`src/rtl/burst_word_serializer.sv`:
```
// burst_word_serializer
// Streams one 128-bit lc3b_burst line out as eight 16-bit lc3b_words over a
// valid/ready beat interface. A single-word mode emits just the selected word.
//
// Optional build macro: BURST_SERIALIZER_CRITICAL_FIRST_EN
//   defined   : an 8-beat burst starts at word offset[3:1] and wraps around the line
//   undefined : an 8-beat burst always runs words 0..7; single mode still emits
//               word offset[3:1]
//
// Beat data is muxed only from registered state, so word_out, word_valid,
// word_index, last and busy have no combinational path from any input.
// load_ready is combinational on abort/word_ready so a new line can be taken
// on the same edge that retires the last beat, giving back-to-back bursts.

module burst_word_serializer #(
  parameter int WORDS  = 8,   // words per line, must equal 128 / WORD_W
  parameter int WORD_W = 16   // bits per emitted word
) (
  input  logic              clk,
  input  logic              reset,
  input  logic [127:0]      line_in,
  input  logic [3:0]        offset,
  input  logic              single,
  input  logic              load_valid,
  output logic              load_ready,
  input  logic              abort,
  output logic [WORD_W-1:0] word_out,
  output logic              word_valid,
  input  logic              word_ready,
  output logic [2:0]        word_index,
  output logic              last,
  output logic              busy
);

  typedef enum logic {
    IDLE   = 1'b0,
    STREAM = 1'b1
  } state_t;

  state_t       state_q;
  logic [127:0] line_q;
  logic [2:0]   idx_q;
  logic [2:0]   count_q;
  logic         single_q;

  logic [2:0]   start_idx;
  logic         beat_fire;
  logic         load_fire;
  logic         is_last;

  // offset[0] addresses a byte within a word and has no meaning here.
  logic         unused_offset_lsb;
  assign unused_offset_lsb = offset[0];

  // Pick the first word of a new burst. Single mode always needs the
  // addressed word; full bursts only honour it with critical-word-first.
`ifdef BURST_SERIALIZER_CRITICAL_FIRST_EN
  assign start_idx = offset[3:1];
`else
  assign start_idx = single ? offset[3:1] : 3'd0;
`endif

  // Handshake qualifiers and the final-beat flag, all from registered state
  // except for the incoming handshake inputs themselves.
  always_comb begin
    is_last    = 1'b0;
    beat_fire  = 1'b0;
    load_ready = 1'b0;
    load_fire  = 1'b0;
    if (state_q == STREAM) begin
      is_last = (single_q && (count_q == 3'd0)) || (count_q == 3'(WORDS - 1));
    end
    beat_fire  = (state_q == STREAM) && word_ready;
    load_ready = !abort && ((state_q == IDLE) || (beat_fire && is_last));
    load_fire  = load_valid && load_ready;
  end

  // Beat outputs: idle drives zeros, streaming muxes the current word.
  always_comb begin
    word_out   = '0;
    word_valid = 1'b0;
    word_index = 3'd0;
    last       = 1'b0;
    busy       = 1'b0;
    if (state_q == STREAM) begin
      word_out   = line_q[int'(idx_q) * WORD_W +: WORD_W];
      word_valid = 1'b1;
      word_index = idx_q;
      last       = is_last;
      busy       = 1'b1;
    end
  end

  // Burst FSM: abort beats everything, then load (possibly chained onto the
  // last beat), then ordinary beat advance.
  always_ff @(posedge clk or posedge reset) begin
    if (reset) begin
      state_q  <= IDLE;
      line_q   <= '0;
      idx_q    <= 3'd0;
      count_q  <= 3'd0;
      single_q <= 1'b0;
    end else if (abort) begin
      state_q <= IDLE;
    end else if (load_fire) begin
      state_q  <= STREAM;
      line_q   <= line_in;
      idx_q    <= start_idx;
      count_q  <= 3'd0;
      single_q <= single;
    end else if (beat_fire) begin
      idx_q   <= idx_q + 3'd1;
      count_q <= count_q + 3'd1;
      if (is_last) begin
        state_q <= IDLE;
      end
    end
  end

endmodule

```
`config.mk`:
```
export PLATFORM = sky130hd
export DESIGN_NAME = burst_word_serializer
export DESIGN_NICKNAME = d
export VERILOG_FILES = /design/src/rtl/burst_word_serializer.sv
export SDC_FILE = /design/constraint.sdc
export NUM_CORES = 1
export LEC_CHECK = 0
export ABC_AREA = 0
export CAP_MARGIN = 20
export CORE_UTILIZATION = 45
export DETAILED_ROUTE_END_ITERATION = 7
export GPL_ROUTABILITY_DRIVEN = 0
export HOLD_SLACK_MARGIN = 0.02
export MAX_ROUTING_LAYER = met4
export PLACE_DENSITY = 0.77
export SETUP_SLACK_MARGIN = 0.02
export SLEW_MARGIN = 0
export SYNTH_ARGS = -nofsm -noshare
export SYNTH_HDL_FRONTEND = slang
export SYNTH_SLANG_ARGS = --single-unit
```
`constraint.sdc`:
```
create_clock -name clk -period 4.8 [get_ports clk]
set_input_delay 0.96 -clock clk [delete_from_list [all_inputs] [get_ports clk]]
set_output_delay 0.96 -clock clk [all_outputs]
set_load 0.01 [all_outputs]
```
==> results summary, run 1 <==
The flow ran to the end, and the final reports show no timing, DRC or antenna violations. In this run the core area contains 43 standard-cell rows. The number of global-route vias before repair was 4230. The number of buffers inserted for hold repair after clock tree synthesis is 0.

The floorplan die height is 120.7 um. The number of DRC violations after detailed routing came out at 0. The transition at the pin with the smallest max-transition slack came out at 0.9890 ns. The first-pass detailed-route iteration total is 4.

The final count of pins violating max slew is 0. For this design the top-level I/O count stands at 161. The via density per instance is 5.147. The die covers 0.01458 mm2. The count of buffers inserted at the top-level ports came out at 159. The number of antenna violations at the first check in global routing is 1. The number of gates resized after CTS was 0.

Summed over all instances, the cell type with the most area after synthesis is sky130_fd_sc_hd__dfrtp_1. The netlist area before placement is 0.006344 mm2. The worst setup path is launched from a flip-flop. The start point of the critical path is idx_q[0]. The wire length of the first global-routing pass came out at 22110 um. The residual overflow from global routing is 0. The layout overhead on the synthesized area came out at 34.85%. The fill cell instance count of the final layout came out at 1049. The startpoint identified for the worst hold timing path is line_q[19]. The maximum resistive drop on vdd came out at 241.6 uV. The number of setup violations in the final report came out at 0. Dividing the detail-routed wire length by the instance count gives 18.07 um.

The number of hold-slack violations in the final timing report is 0. The total negative slack for setup checks is 0 ns. The finished layout holds 748 standard cells, fillers aside.

The layout net count came out at 697. The H-tree was split into 4 levels. The shortest period the worst path allows came out at 3.752 ns. The detail route stage leaves a number of antenna-violating nets equal to 0. The first routing iteration left 163 violations. For this design the ratio of total power to cell area is 446.0 mW/mm2. The path class of the tightest hold or removal check is reg2reg. The category of the critical setup timing path is reg2out. The maximum fanout encountered on the critical timing path is 21. The final cell area excluding filler cells came out at 0.008554 mm2. The reported leakage power came out at 0.003534 uW. The setup skew after layout came out at 0.006808 ns. TritonCTS built the clock tree. The required time of the critical path came out at 3.84 ns. The area occupied by registers came out at 0.003406 mm2.

Entering global routing, the biggest net connects 101 pins. The overall die width is 120.7 um. The register area share after synthesis came out at 53.65%. The cell count after placement came out at 716.

The overall via count from detail_route came out at 3850. The type of element capturing the critical path is a primary output. By area the synthesized netlist is led by sky130_fd_sc_hd__dfrtp_1 (54%), sky130_fd_sc_hd__mux2_1 (20%), sky130_fd_sc_hd__mux4_2 (11%), sky130_fd_sc_hd__mux2_2 (3.0%), sky130_fd_sc_hd__mux2i_1 (3.0%). The number of buffers between clock root and the deepest sink is 2. The number of flip-flops and latches in the synthesized netlist came out at 136. The portion of the clock cycle consumed by the worst path in the final layout came out at 78.18%.

Counting every instance in the synthesized netlist gives 398. Across the run, the number of max-cap violations was 0. After clock tree synthesis, the setup repair step added 0 buffers. The arrival time reported for the critical path endpoint is 2.79 ns.

The number of unique standard cell types used by synthesis came out at 30. The share of the synthesized area in the top cell type came out at 53.65%. The aggregate routed wire length is 13510 um. The core footprint came out at 0.01383 mm2.

The TritonCTS buffer count is 17. A synthesized cell averages 15.94 um2. Once detailed placement completed, the half-perimeter wirelength came to 9613 um. The fmax came out at 266.5 MHz. The share of post-route cells with drive strength above 1 is 15.52%. The clock network latency to the later pin of the worst-skew pair is 0.41 ns. When the netlist entered floorplanning its net count stood at 540.

The startpoint of the lowest-slack register-to-register path is count_q[0]. The power after layout is 3815 uW. The placed instance area came out at 0.008010 mm2.

The count of clock tree sinks came out at 136. The effective utilization at floorplan came out at 45.88%. The clock root buffer is sky130_fd_sc_hd__clkbuf_16.

The number of warning messages in the yosys log came out at 0. Setup repair after global routing left no endpoint under its margin. The total global-route track usage came out at 21.20%.

The multi-input combinational cell area is 0.002715 mm2. The register clock-pin slew on the reported worst setup and hold paths is 0.05 ns. The relative max-transition margin came out at 34.07%.
[state kept, by name, indices dropped and copies added, names as in the netlist]
signal / flops
state_q: 1
line_q: 128
idx_q: 3
single_q: 1
count_q: 3
[logic make-up after synthesis]
kind of cell / synth area share [%]
multiplexers: 37.26
flip-flops: 53.65
AND/OR/NAND/NOR: 3.649
buffers and inverters: 3.728
AO/OA/AOI/OAI: 0.7890
adder cells (fa/ha/maj): 0.7890
XOR/XNOR: 0.1381
[placed cells by master, fill, tap and decap left out, types with 2 or more instances in the layout]
cell | netlist | layout
sky130_fd_sc_hd__dfrtp_2 | 0 | 2
sky130_fd_sc_hd__clkbuf_16 | 0 | 17
sky130_fd_sc_hd__nand4_1 | 3 | 3
sky130_fd_sc_hd__and2_1 | 3 | 3
sky130_fd_sc_hd__nand3_1 | 2 | 2
sky130_fd_sc_hd__buf_4 | 2 | 7
sky130_fd_sc_hd__dfrtp_1 | 136 | 134
sky130_fd_sc_hd__clkbuf_8 | 0 | 2
sky130_fd_sc_hd__mux2i_1 | 19 | 19
sky130_fd_sc_hd__nor2b_1 | 16 | 16
sky130_fd_sc_hd__clkinvlp_4 | 0 | 2
sky130_fd_sc_hd__inv_1 | 4 | 3
sky130_fd_sc_hd__mux2_1 | 112 | 112
sky130_fd_sc_hd__clkinv_2 | 0 | 4
sky130_fd_sc_hd__nor2_1 | 4 | 4
sky130_fd_sc_hd__clkbuf_1 | 4 | 4
sky130_fd_sc_hd__ha_1 | 4 | 4
sky130_fd_sc_hd__nand2_1 | 5 | 5
sky130_fd_sc_hd__mux4_2 | 32 | 32
sky130_fd_sc_hd__mux2_2 | 17 | 17
sky130_fd_sc_hd__clkdlybuf4s50_1 | 0 | 159
[path summary, 6_finish.rpt]
path	endpoint	slack, ns	cells after the start
worst max-delay path	word_out[0]	1.05	5
worst max register to register	line_q[0]	2.29	6
min in group asynchronous	line_q[43]	1.12	2
max in group asynchronous	line_q[102]	2.84	3
worst min register to register	line_q[19]	0.48	1
worst min-delay path	line_q[19]	0.48	1
[worst max-delay path: stages, from the launching register on]
cell                              delay (ns)
sky130_fd_sc_hd__dfrtp_2                0.80
sky130_fd_sc_hd__buf_4                  0.32
sky130_fd_sc_hd__mux4_2                 0.55
sky130_fd_sc_hd__mux2i_1                0.14
sky130_fd_sc_hd__nor2b_1                0.06
sky130_fd_sc_hd__clkdlybuf4s50_1        0.50
[per-stage QoR]
stage / hold WS [ns] / worst slack, ns / util (%)
CTS: 0.4815 / 0.9537 / 61.85
finish: 0.4777 / 1.048 / 61.87
floorplan: 0.4524 / 0.2005 / -
global route: 0.4911 / 0.8474 / 61.87
global placement: 0.4626 / 1.353 / 57.93
detailed placement: 0.4687 / 1.347 / 57.93
[synthesized netlist by cell type (all sizes together)]
| master | n |
|---|---|
| nor2b | 16 |
| dfrtp | 136 |
| buf | 24 |
| o211ai | 1 |
| a31oi | 1 |
| or3b | 1 |
| nand3 | 2 |
| o21a | 1 |
| inv | 4 |
| a21oi | 1 |
| nand4 | 3 |
| mux4 | 32 |
| mux2i | 19 |
| xnor2 | 1 |
| a311oi | 1 |
| or2 | 1 |
| nor2 | 4 |
| clkbuf | 4 |
| and2 | 3 |
| o311ai | 1 |
| nand4b | 1 |
| nand3b | 1 |
| and3b | 1 |
| nand2 | 5 |
| ha | 4 |
| mux2 | 129 |
| or4b | 1 |
[area by class of cell]
cell class	count	share of cell area (%)
multi-input combinational	230	31.74
tap	180	2.633
inverter	4	0.2340
sequential	136	39.81
clock buffer	23	5.470
clock inverter	8	0.8630
antenna	1	0.02925
timing repair buffer	166	19.22
[routing by layer]
layer / routed length [um] / vias to the layer above / track usage, %
met5: 0 / - / -
met4: 201 / 0 / 7.716
met3: 1023 / 16 / 7.830
met2: 6705 / 123 / 33.91
met1: 5584 / 1926 / 24.48
li1: - / 1785 / -
[report_power, final]
group / switching, uW / internal (uW) / total [uW]
Combinational: 342 / 651 / 993
Clock: 463 / 733 / 1200
Sequential: 224 / 1400 / 1630
Note: power is estimated with default switching activity, not from simulation.
==> run 2, diff against run 1 <==
--- a/config.mk
+++ b/config.mk
@@ -7,12 +7,12 @@
 export LEC_CHECK = 0
 export ABC_AREA = 0
 export CAP_MARGIN = 20
-export CORE_UTILIZATION = 45
+export CORE_UTILIZATION = 49
 export DETAILED_ROUTE_END_ITERATION = 7
 export GPL_ROUTABILITY_DRIVEN = 0
 export HOLD_SLACK_MARGIN = 0.02
 export MAX_ROUTING_LAYER = met4
-export PLACE_DENSITY = 0.77
+export PLACE_DENSITY = 0.8
 export SETUP_SLACK_MARGIN = 0.02
 export SLEW_MARGIN = 0
 export SYNTH_ARGS = -nofsm -noshare
==> constraint.sdc (replaced) <==
create_clock -name clk -period 3.5 [get_ports clk]
set_input_delay 0.7 -clock clk [delete_from_list [all_inputs] [get_ports clk]]
set_output_delay 0.7 -clock clk [all_outputs]
set_load 0.01 [all_outputs]
==> results summary, run 2 (same netlist as run 1, synthesis figures left out) <==
The relative max-transition margin is 32.69% (was 34.07%). The aggregate routed wire length is 14060 um (was 13510 um). The area occupied by registers came out at 0.003406 mm2 (unchanged). The number of buffers inserted for hold repair after clock tree synthesis came to 0 (unchanged). The met1 usage came out at 27.20% (was 24.48%).

The arrival time reported for the critical path endpoint came out at 2.58 ns (was 2.79 ns). The number of placement rows came out at 41 (was 43). The number of setup violations in the final report is 0 (unchanged). The max-cap check violation count is 0 (unchanged). The total negative slack for setup checks came to 0 ns (unchanged). The areal power density over the cells is 634.2 mW/mm2 (was 446.0 mW/mm2).

The pin count of the biggest net entering global routing is 92 (was 101). The core footprint came out at 0.01262 mm2 (was 0.01383 mm2). The share of post-route cells with drive strength above 1 is 16.46% (was 15.52%). The worst hold-check path type is reg2reg (unchanged). The most utilized layer in the global route result is met2 (unchanged).

The fill cell instance count of the final layout is 925 (was 1049). The delay of the slowest cell on the worst path came out at 0.61 ns (was 0.80 ns). The number of antenna violations at the first check in global routing is 0 (was 1). The portion of the clock cycle consumed by the worst path in the final layout is 93.67%. The type of element capturing the critical path is a primary output (unchanged). The overall die width is 115.8 um (was 120.7 um). The via density per instance was 5.354 (was 5.147). The required time of the critical path is 2.80 ns (was 3.84 ns). The TritonCTS clock tree was done (unchanged). The count of clock tree sinks was 136 (unchanged). The area of the die came out at 0.01341 mm2 (was 0.01458 mm2). The placed wire-length estimate is 9968 um (was 9613 um). The number of global-route vias before repair is 4329 (was 4230).

The effective utilization at floorplan came out at 50.27% (was 45.88%). The cell with the largest stage delay on the worst path is sky130_fd_sc_hd__dfrtp_2 (unchanged). The post-cts resize count was 0 (unchanged). The leading cell type in the layout, fill and taps excluded is sky130_fd_sc_hd__clkdlybuf4s50_1 (unchanged). The final count of pins violating max slew came out at 0 (unchanged). Sequence of cells on the critical path: buf_4 -> mux4_2 -> mux2i_1 -> nor2b_1 -> clkdlybuf4s50_1 (unchanged). The number of DRC violations after detailed routing came out at 0 (unchanged).

The overall via count from detail_route is 3978 (was 3850). The residual overflow from global routing came out at 0 (unchanged). The average wire per cell in the routed design is 18.93 um (was 18.07 um). The initial DRC count is 161 (was 163). The maximum fanout encountered on the critical timing path came out at 11 (was 21). The maximum resistive drop on vdd was 329.5 uV (was 241.6 uV). For the finished layout, the period the worst path requires is 3.278 ns. The final antenna-violating net count came out at 0 (unchanged). The worst-case hold slack is 0.4788 ns (was 0.4777 ns). The clock root buffer is sky130_fd_sc_hd__clkbuf_16 (unchanged). The total global-route track usage is 23.70% (was 21.20%). The count of buffers inserted at the top-level ports is 159 (unchanged). The fmax is 305.0 MHz. The wire length of the first global-routing pass is 22190 um (was 22110 um).

The number of buffers between clock root and the deepest sink came out at 2 (unchanged). The kind of start point of the critical path was a flip-flop (unchanged). The multi-input combinational cell area was 0.002715 mm2 (unchanged). Commonest cells after routing, fill and taps aside: sky130_fd_sc_hd__clkdlybuf4s50_1 (159), sky130_fd_sc_hd__dfrtp_1 (134), sky130_fd_sc_hd__mux2_1 (112), sky130_fd_sc_hd__mux4_2 (32), sky130_fd_sc_hd__mux2i_1 (19) (unchanged). The number of hold-slack violations in the final timing report is 0 (unchanged). The number of top-level pins came to 161 (unchanged). The flip-flop count of the largest register, all copies and words added is 128 (unchanged). The global-route track usage on met2 came out at 38.17% (was 33.91%). The number of post-CTS setup repair buffers was 0 (unchanged).

The register containing the most flip-flops in the final layout is line_q (unchanged). The reported leakage power is 0.003601 uW (was 0.003534 uW). Largest regs: line_q x128, count_q x3, idx_q x3 (unchanged).

The first-pass detailed-route iteration total came to 4 (unchanged). The clock network latency to the later pin of the worst-skew pair is 0.42 ns (was 0.41 ns). The transition at the pin with the smallest max-transition slack is 1.010 ns (was 0.9890 ns). The power after layout is 5509 uW (was 3815 uW). The layout net count is 700 (was 697).

The layout overhead on the synthesized area came to 36.94% (was 34.85%). The met3 track demand over resource is 7.741% (was 7.830%). The TritonCTS buffer count is 17 (unchanged).

The count of inserted antenna diode cells came to 0 (was 1). Status: complete, no violations (unchanged). The setup skew after layout came to 0.008578 ns (was 0.006808 ns). The category of the critical setup timing path was reg2out (unchanged).

The floorplan die height came out at 115.8 um (was 120.7 um). Unrepaired setup endpoints after global routing: false (unchanged). The register clock-pin slew on the reported worst setup and hold paths came to 0.05 ns (about the same). The CTS H-tree depth came out at 4 (unchanged).
run 2: cell count changes in the layout (fill, tap and decap cells not counted), sizes merged:
cell	previous run	this run
clkbuf	23	25
inv	4	3
diode	1	0
buf	7	10
bufinv	1	3
clkinv	5	3
run 2: routing by layer:
metal  routed length, um  vias up
met2                6992      135
met5                   0        -
li1                    -     1785
met4                 301        0
met1                5650     2036
met3                1119       22
run 2: power by group:
group	switching [uW]	internal, uW	leakage (uW)
Combinational	558	922	0.00169
Clock	641	1230	0.000309
Sequential	233	1930	0.00160
run 2: critical path, delay by kind of cell (launching register included):
kind	cells	cell delay [ns]
buffers and inverters	2	0.74
DFF	1	0.61
and+or+nand+nor	1	0.08
muxes	2	0.72
run 2: layout make-up:
class	count	area share, %
clock buffers	25	5.934
clock inverters	7	1.296
inverters	4	0.2160
multi-input cells	230	31.25
flip-flops and latches	136	39.21
well taps	172	2.477
repair buffers	169	19.62
run 2: worst paths after layout:
check	from	endpoint	slack (ns)	depth (start not counted)
max in group asynchronous	reset	idx_q[1]	1.93	3
min in group asynchronous	reset	line_q[59]	0.58	2
max reg2reg	count_q[0]	line_q[117]	1.19	6
min reg2reg	line_q[97]	line_q[97]	0.48	1
min	line_q[97]	line_q[97]	0.48	1
max	idx_q[1]	word_out[9]	0.22	5
run 2: metrics by stage:
step | util, % | setup WS (ns) | instances | cell area (um2)
final | 68.84 | 0.2216 | 743 | 8687
after global routing | 68.84 | 0.06350 | 743 | 8687
after CTS | 68.84 | 0.1491 | 743 | 8687
after floorplan | - | 1.107 | 398 | 6347
after detailed placement | 63.86 | 0.5225 | 711 | 8059
after global placement | 63.86 | 0.5654 | 711 | 8059
